## src/rtl/tdm_demux_if.sv

```systemverilog
// tdm_demux_if: serial TDM receive bundle between a bit source and tdm_demux.
//   master modport : drives iEnb/iSync/iD, observes the deserializer outputs
//   slave  modport : the deserializer (tdm_demux)
// Signals:
//   iEnb       bit-slot enable, active-low (1 = no bit this cycle)
//   iSync      frame-start marker, accompanies lane 0 bit 0
//   iD         serial data bit
//   oLane      assembled words, lane k at [k*WIDTH +: WIDTH]
//   oFrameDone one-cycle pulse, oLane carries a new frame
//   oBusy      frame reception in progress
//   oErr       one-cycle pulse, iSync seen mid-frame
//   oParErr    one-cycle pulse, parity mismatch (0 unless parity is built in)
interface tdm_demux_if #(
  parameter int unsigned LANES = 4,
  parameter int unsigned WIDTH = 8
);
  logic                     iEnb;
  logic                     iSync;
  logic                     iD;
  logic [LANES*WIDTH-1:0]   oLane;
  logic                     oFrameDone;
  logic                     oBusy;
  logic                     oErr;
  logic                     oParErr;

  modport master (
    output iEnb, iSync, iD,
    input  oLane, oFrameDone, oBusy, oErr, oParErr
  );

  modport slave (
    input  iEnb, iSync, iD,
    output oLane, oFrameDone, oBusy, oErr, oParErr
  );
endinterface

```

## src/rtl/tdm_demux.sv

```systemverilog
// tdm_demux: time-division demultiplexer / deserializer for the serial TDM link.
// One serial bit is consumed per cycle with iEnb=0. Bit n of a frame lands in
// lane n mod LANES at bit position n / LANES, so every lane fills LSB first.
// A completed frame is presented on oLane with a one-cycle oFrameDone pulse.
// Ports:
//   iClk  clock, rising edge
//   iClr  asynchronous active-high reset
//   tdm   tdm_demux_if.slave bundle (iEnb, iSync, iD in; oLane, oFrameDone,
//         oBusy, oErr, oParErr out)
// Build option: define TDM_DEMUX_PARITY_EN to append one even-parity bit per
// frame (PAR state); otherwise oParErr is tied low.
module tdm_demux #(
  parameter int unsigned LANES = 4,
  parameter int unsigned WIDTH = 8
) (
  input  logic        iClk,
  input  logic        iClr,
  tdm_demux_if.slave  tdm
);

  localparam int unsigned FRAME  = LANES * WIDTH;
  localparam int unsigned LANE_W = $clog2(LANES);
  localparam int unsigned BIT_W  = (WIDTH > 1) ? $clog2(WIDTH) : 1;
  localparam int unsigned IDX_W  = $clog2(FRAME);

  typedef enum logic [1:0] {
    S_IDLE = 2'd0,
    S_RECV = 2'd1,
    S_PAR  = 2'd2,
    S_DONE = 2'd3
  } state_t;

  state_t              r_state;
  logic [LANE_W-1:0]   r_lane_cnt;
  logic [BIT_W-1:0]    r_bit_cnt;
  logic [FRAME-1:0]    r_shift;
  logic [FRAME-1:0]    r_lane;
  logic                r_frame_done;
  logic                r_busy;
  logic                r_err;
`ifdef TDM_DEMUX_PARITY_EN
  logic                r_par;
  logic                r_par_err;
`endif

  logic                w_take;
  logic                w_sync;
  logic                w_last;
  logic [IDX_W-1:0]    w_idx;
  logic [FRAME-1:0]    w_shift_nxt;

  // A slot carries a bit only when iEnb is low; iSync alone is meaningless.
  assign w_take = ~tdm.iEnb;
  assign w_sync = w_take & tdm.iSync;
  assign w_last = (r_lane_cnt == LANE_W'(LANES - 1)) &&
                  (r_bit_cnt  == BIT_W'(WIDTH - 1));

  // Flat position of the current bit: lane base plus in-lane bit index.
  assign w_idx = (IDX_W'(r_lane_cnt) * IDX_W'(WIDTH)) + IDX_W'(r_bit_cnt);

  // Shift register image with the current bit written into its slot.
  always_comb begin
    w_shift_nxt        = r_shift;
    w_shift_nxt[w_idx] = tdm.iD;
  end

  // Receive FSM, counters and registered outputs.
  always_ff @(posedge iClk or posedge iClr) begin
    if (iClr) begin
      r_state      <= S_IDLE;
      r_lane_cnt   <= '0;
      r_bit_cnt    <= '0;
      r_shift      <= '0;
      r_lane       <= '0;
      r_frame_done <= 1'b0;
      r_busy       <= 1'b0;
      r_err        <= 1'b0;
`ifdef TDM_DEMUX_PARITY_EN
      r_par        <= 1'b0;
      r_par_err    <= 1'b0;
`endif
    end else begin
      r_frame_done <= 1'b0;
      r_err        <= 1'b0;
`ifdef TDM_DEMUX_PARITY_EN
      r_par_err    <= 1'b0;
`endif
      if (w_sync && (r_state != S_DONE)) begin
        // Frame start; mid-frame it also drops the partial frame and flags it.
        r_err      <= (r_state != S_IDLE);
        r_shift    <= FRAME'(tdm.iD);
        r_lane_cnt <= LANE_W'(1);
        r_bit_cnt  <= '0;
        r_busy     <= 1'b1;
        r_state    <= S_RECV;
`ifdef TDM_DEMUX_PARITY_EN
        r_par      <= tdm.iD;
`endif
      end else begin
        case (r_state)
          S_IDLE: begin
            r_busy <= 1'b0;
          end

          S_RECV: begin
            if (w_take) begin
              r_shift <= w_shift_nxt;
`ifdef TDM_DEMUX_PARITY_EN
              r_par   <= r_par ^ tdm.iD;
`endif
              if (w_last) begin
                r_lane_cnt <= '0;
                r_bit_cnt  <= '0;
`ifdef TDM_DEMUX_PARITY_EN
                r_state    <= S_PAR;
`else
                // Outputs load on entry to DONE so they show during DONE.
                r_lane       <= w_shift_nxt;
                r_frame_done <= 1'b1;
                r_busy       <= 1'b0;
                r_state      <= S_DONE;
`endif
              end else if (r_lane_cnt == LANE_W'(LANES - 1)) begin
                r_lane_cnt <= '0;
                r_bit_cnt  <= r_bit_cnt + BIT_W'(1);
              end else begin
                r_lane_cnt <= r_lane_cnt + LANE_W'(1);
              end
            end
          end

`ifdef TDM_DEMUX_PARITY_EN
          S_PAR: begin
            if (w_take) begin
              r_busy <= 1'b0;
              if (tdm.iD == r_par) begin
                r_lane       <= r_shift;
                r_frame_done <= 1'b1;
                r_state      <= S_DONE;
              end else begin
                r_par_err <= 1'b1;
                r_state   <= S_IDLE;
              end
            end
          end
`endif

          S_DONE: begin
            // Single cycle regardless of iEnb; iSync here is dropped.
            r_busy  <= 1'b0;
            r_state <= S_IDLE;
          end

          default: begin
            r_busy  <= 1'b0;
            r_state <= S_IDLE;
          end
        endcase
      end
    end
  end

  assign tdm.oLane      = r_lane;
  assign tdm.oFrameDone = r_frame_done;
  assign tdm.oBusy      = r_busy;
  assign tdm.oErr       = r_err;
`ifdef TDM_DEMUX_PARITY_EN
  assign tdm.oParErr    = r_par_err;
`else
  assign tdm.oParErr    = 1'b0;
`endif

endmodule
```

## src/flat_wrapper.sv

```systemverilog
// flat-port wrapper written by rule: the top's interface ports become plain ports
module tdm_demux_flat 
#(
  parameter int unsigned LANES = 4,
  parameter int unsigned WIDTH = 8
)
  (iClk, iClr, tdm_iEnb, tdm_iSync, tdm_iD, tdm_oLane, tdm_oFrameDone, tdm_oBusy, tdm_oErr, tdm_oParErr);
  tdm_demux_if #(.LANES(LANES), .WIDTH(WIDTH)) tdm_i ();
  input  logic iClk;
  input  logic iClr;
  input wire logic [$bits(tdm_i.iEnb)-1:0] tdm_iEnb;
  input wire logic [$bits(tdm_i.iSync)-1:0] tdm_iSync;
  input wire logic [$bits(tdm_i.iD)-1:0] tdm_iD;
  output wire logic [$bits(tdm_i.oLane)-1:0] tdm_oLane;
  output wire logic [$bits(tdm_i.oFrameDone)-1:0] tdm_oFrameDone;
  output wire logic [$bits(tdm_i.oBusy)-1:0] tdm_oBusy;
  output wire logic [$bits(tdm_i.oErr)-1:0] tdm_oErr;
  output wire logic [$bits(tdm_i.oParErr)-1:0] tdm_oParErr;
  assign tdm_i.iEnb = tdm_iEnb;
  assign tdm_i.iSync = tdm_iSync;
  assign tdm_i.iD = tdm_iD;
  assign tdm_oLane = tdm_i.oLane;
  assign tdm_oFrameDone = tdm_i.oFrameDone;
  assign tdm_oBusy = tdm_i.oBusy;
  assign tdm_oErr = tdm_i.oErr;
  assign tdm_oParErr = tdm_i.oParErr;
  tdm_demux #(.LANES(LANES), .WIDTH(WIDTH)) u_core (.iClk(iClk), .iClr(iClr), .tdm(tdm_i));
endmodule
```

## config.mk

```make
export PLATFORM = sky130hd
export DESIGN_NAME = tdm_demux_flat
export DESIGN_NICKNAME = d
export VERILOG_FILES = /design/src/rtl/tdm_demux_if.sv /design/src/rtl/tdm_demux.sv /design/src/flat_wrapper.sv
export SDC_FILE = /design/constraint.sdc
export NUM_CORES = 1
export LEC_CHECK = 0
export ABC_CLOCK_PERIOD_IN_PS = 2300
export CAP_MARGIN = 5
export CORE_MARGIN = 2
export CORE_UTILIZATION = 51
export DETAILED_ROUTE_END_ITERATION = 8
export HOLD_SLACK_MARGIN = 0.12
export PLACE_DENSITY_LB_ADDON = 0.12
export SYNTH_ARGS = -nofsm -noshare
export SYNTH_HDL_FRONTEND = slang
export SYNTH_SLANG_ARGS = --single-unit
```

## constraint.sdc

```tcl
create_clock -name iClk -period 2.3 [get_ports iClk]
set_input_delay 0.46 -clock iClk [delete_from_list [all_inputs] [get_ports iClk]]
set_output_delay 0.46 -clock iClk [all_outputs]
set_load 0.05 [all_outputs]
```

======== Word level (Yosys, flattened, before mapping) ========
Index checks and enable logic that the tools add are counted.
storage, ports and cells
  output and inout port bits .............. 36
  register bits ........................... 74
cells by class
  equal/unequal tests ..................... 8
  add/subtract/negate cells ............... 3
  bitwise gates (word level) .............. 3
  multiplexer cells ....................... 29
  magnitude comparators ................... 2
  reductions and logical operators ........ 12
operators by type and width
  cell                                                                                  count
  32-bit 2-to-1 mux                                                                     3
  32-bit bitwise mux                                                                    1
  2-bit 2-to-1 mux                                                                      8
  3-bit 2-to-1 mux                                                                      5
  1-bit 2-to-1 mux                                                                      10
  5-bit by 6-bit < comparator with 1-bit output (second input constant)                 1
  3-bit AND reduction                                                                   2
  5-bit by 3-bit adder with 5-bit output                                                1
  1-bit demux with 5-bit select                                                         1
  5-bit by 1-bit greater-or-equal comparator with 1-bit output (second input constant)  1
  2-bit by 1-bit != test with 1-bit output (second input constant)                      2
  2-bit case mux with 2 select lines                                                    1
  2-bit AND reduction                                                                   2
  4-bit AND reduction                                                                   1
  2-bit nonzero test                                                                    2
  3-bit by 1-bit adder with 3-bit output (second input constant)                        1
  3-bit == test (second input constant)                                                 1
  1-bit logical AND                                                                     3
  3-bit by 1-bit != test with 1-bit output (second input constant)                      1
  3-bit by 2-bit != test with 1-bit output (second input constant)                      1
  3-bit nonzero test                                                                    1
  2-bit by 1-bit adder with 2-bit output (second input constant)                        1
  2-bit by 1-bit == test with 1-bit output (second input constant)                      1
  2-bit == test (second input constant)                                                 1
  4 further kinds                                                                       5

======== Longest topological paths before layout ========
  word-level depth ........................ 9
  gate-level depth with buffers ........... 6
  gate-level depth less buffers ........... 5

======== Worst setup path before layout ========
Ideal clock, no wire load.
  path type ............................... reg-to-reg
  start ................................... register u_core.r_bit_cnt[1]
  end ..................................... register u_core.r_lane[10] (netlist: u_core.tdm.oLane[10])
  setup slack ............................. 0.454 ns
  arrival time ............................ 1.721 ns
  required time ........................... 2.175 ns
  stages on the path, launching flop included .. 7
  path through ............................ dfrtp_1 -> ha_1 -> ha_1 -> inv_1 -> nor4_4 -> buf_6 -> mux2_2
on the way
  cells in the longest elaborated chain, start to end .. 6
  elaborated cells between the ends (all ways) .. 10
  those cells by class .................... add/sub (1); order compare (2); eq/ne (1); mux (3); reduce/logical (3)
RTL lines
  element                                                                                                                                              line              RTL
  start, declared                                                                                                                                      tdm_demux.sv:35   logic [BIT_W-1:0] r_bit_cnt;
  start signal, assigned                                                                                                                               tdm_demux.sv:125  r_bit_cnt <= r_bit_cnt + BIT_W'(1);
  5-bit by 3-bit adder with 5-bit output                                                                                                               tdm_demux.sv:59   assign w_idx = (IDX_W'(r_lane_cnt) * IDX_W'(WIDTH)) + IDX_W'(r_bit_cnt);
  5-bit by 6-bit < comparator with 1-bit output (not written as such) or 5-bit by 1-bit greater-or-equal comparator with 1-bit output (tied branches)  tdm_demux.sv:64   w_shift_nxt[w_idx] = tdm.iD;
  1-bit logical AND (not written as such)                                                                                                              tdm_demux.sv:64
  1-bit 2-to-1 mux (not written as such)                                                                                                               tdm_demux.sv:64
  1-bit demux with 5-bit select                                                                                                                        -
  32-bit bitwise mux                                                                                                                                   tdm_demux.sv:64
  end signal, assigned                                                                                                                                 tdm_demux.sv:118  r_lane <= w_shift_nxt;
  end, declared                                                                                                                                        tdm_demux.sv:37   logic [FRAME-1:0] r_lane;
Parallel ways exist; a longest one is shown, timed or not.
A chain may end at the register's enable or synchronous reset.

======== Worst setup path in the final report ========
  start ................................... register u_core.r_busy (netlist: u_core.tdm.oBusy)
  end ..................................... output port tdm_oBusy
RTL lines
  element                 line                RTL
  start, declared         tdm_demux.sv:39     logic r_busy;
  start signal, assigned  tdm_demux.sv:76     r_busy <= 1'b0;
  start signal, assigned  tdm_demux.sv:94     r_busy <= 1'b1;
  start signal, assigned  tdm_demux.sv:102    r_busy <= 1'b0;
  end, declared           flat_wrapper.sv:16  output wire logic [$bits(tdm_i.oBusy)-1:0] tdm_oBusy;
No word-level cell between the ends.

==> results.cfg <==
[status]
status = completed

[global_route]
grt_pass1_wl_mm = 13.5
antenna_found_initial = 0
grt_max_degree = 75
overflow = 0
grtUsageTotal_pct = 20.2
first_global_vias = 2733

[cells_and_area]
drive_gt1_share_pct = 26.4
diodes = 0
fin_nets = 392
syn_to_final_growth_pct = 19.5

[sta]
fin_ws_ns = 0.315
final.setup.tns_ns = 0
rsz0062_at_grt = no
fin_crit_sh_pct = 86.3
slew_headroom_pct = 66.2
fmax_mhz = 504
finClkSkew_ns = 0.00410
slew_viol_final = 0
hold_viol = 0
tightest_slew_ns = 0.505
fin_crit_ns = 1.99
setup_violations = 0

[floorplanning]
rows = 31
die_width_um = 90.8
die_area_mm2 = 0.00824
coreArea_mm2 = 0.00729
ioPinCount = 41
die_height_um = 90.8
start_util_pct = 52.7

[placement]
place_hpwl_mm = 4.85
portBuffers = 39
routabilityCongestion = 0.774
dp_slack_ns = 0.110

[clock_tree]
cts_tree = yes
cts_setup_buffers = 0
clk-insertion-delay-late_ns = 0.34
clk_path_buf_depth = 2
htreeDepth = 3
cts_resized = 0
clock_sinks = 74
cts_buffers = 9
clkTransAtPathRegs_ns = 0.08
cts_hold_buf = 0
root_buffer = clkbuf_8

[worst_setup_path]
reg2reg_setup_slack_ns = 0.35
cp.required_ns = 1.84
crit_path_start_kind = flop
crit_slowest_cell = clkdlybuf4s50_1
worst-path-buf-inv = 1
path_class = reg -> out
critPathMaxFanout = 2
crit_family = buffers and inverters
worstPathArrival_ns = 1.53
max_stage_delay_ns = 0.81
critPathCaptureType = output port
path_cells = clkdlybuf4s50_1

[yosys]
ys_seq_elements = 74
synth_most_common_cell = dfrtp_1
synth_edf_count = 0
netlist_top_cells_area = dfrtp_1, mux2_2, a211oi_1
synthAdderAreaFrac_pct = 2.93
syn_area_per_cell_um2 = 11.1
syn_nets = 359
ys_types = 27
synth.top_cell.area_share_pct = 48.2
syn_inst = 345
synthSimpleGateAreaFrac_pct = 8.50
synth_compound_area_share_pct = 12.9
async_reset_ff_share_pct = 100
synth-xor-area-share_pct = 0
synth_top_family_by_area = multiplexers
ys.flop_type = dfrtp_1
yosys_warnings = 0
synth_top_area_cell = dfrtp_1
synth_mux_area_share_pct = 19.3
synth-seq-area-share_pct = 48.2
syn_area_mm2 = 0.00384
synth_common_cells = dfrtp_1, mux2_2, inv_1

[routing]
drc = 0
wl_per_cell_um = 16.2
vias = 2700
vias_per_cell = 5.60
drt_first_iter_violations = 110
wl_mm = 7.82
ant_nets = 0
dr.pass1.iters = 4

[job]
maxCapViolations = 0

[hold_path]
hold_class = reg -> reg

[power]
p_leak_nw = 1.98
ir_drop_mv = 0.308
power.density_mw_per_mm2 = 648
==> worst paths after layout <==
path / startpoint / end / cells past startpoint
hold / removal: u_core.tdm.oLane[13] / u_core.tdm.oLane[13] / 1
hold reg to reg: u_core.tdm.oLane[13] / u_core.tdm.oLane[13] / 1
setup reg to reg: u_core.r_lane_cnt[0] / u_core.tdm.oLane[28] / 5
max in group asynchronous: iClr / u_core.r_shift[18] / 3
min in group asynchronous: iClr / u_core.r_state[1] / 3
setup / recovery: u_core.tdm.oBusy / tdm_oBusy / 1
==> through the flow <==
step / area, um2 / util [%] / instances / hold WS [ns] / total power [W]
after floorplan: 3850 / - / 345 / 0.475 / 0.00173
after global placement: 4370 / 60.0 / 466 / 0.473 / 0.00187
after detailed placement: 4370 / 60.0 / 466 / 0.480 / 0.00188
after CTS: 4590 / 63.0 / 482 / 0.502 / 0.00300
after global routing: 4590 / 63.0 / 482 / 0.513 / 0.00310
final: 4590 / 63.0 / 482 / 0.494 / 0.00297
==> power by group <==
group	internal, W	switching (W)
Clock	0.000637	0.000485
Combinational	0.000176	0.000303
Sequential	0.00134	0.0000274
==> layout make-up <==
class / instances / area, um2
Fill cell: 638 / 2700
Sequential cell: 74 / 1850
Multi-Input combinational cell: 199 / 1690
Clock buffer: 11 / 141
Clock inverter: 5 / 77.6
Timing Repair Buffer: 55 / 561
Tap cell: 99 / 124
Inverter: 39 / 150
==> cells by family after synthesis <==
group	after synthesis
and+or+nand+nor	50
buffers and inverters	72
DFF	74
AOI/OAI and AO/OA	73
muxes	66
adders and majority gates	9
other	1
==> state kept, by name, indices dropped and copies added (netlist names) <==
name,count
u_core.r_state,2
u_core.r_shift,32
u_core.r_lane_cnt,2
u_core.tdm.oBusy,1
u_core.tdm.oErr,1
u_core.r_bit_cnt,3
u_core.tdm.oFrameDone,1
u_core.tdm.oLane,32
==> metal layers <==
layer / vias to the layer above / wire length (um) / global-route usage [%] / share of wire, %
met2: 46 / 3710 / 32.2 / 47
li1: 1307 / - / - / -
met4: 0 / 150 / 9.22 / 1.9
met5: - / 0 / 0 / 0
met3: 15 / 203 / 3.26 / 2.6
met1: 1332 / 3760 / 27.3 / 48
==> cells in the final DEF, fill, tap and decap left out, types with 4 or more instances in the layout <==
cell type and n:
mux2_2 65, dfrtp_1 74, ha_1 9, buf_12 4, a211oi_1 32, o21ai_0 4
nand3b_1 17, clkbuf_8 10, nand3_1 16, o22ai_1 31, buf_4 12, nand2_1 7
clkdlybuf4s50_1 39, inv_1 38
Note: power is estimated with default switching activity, not from simulation.
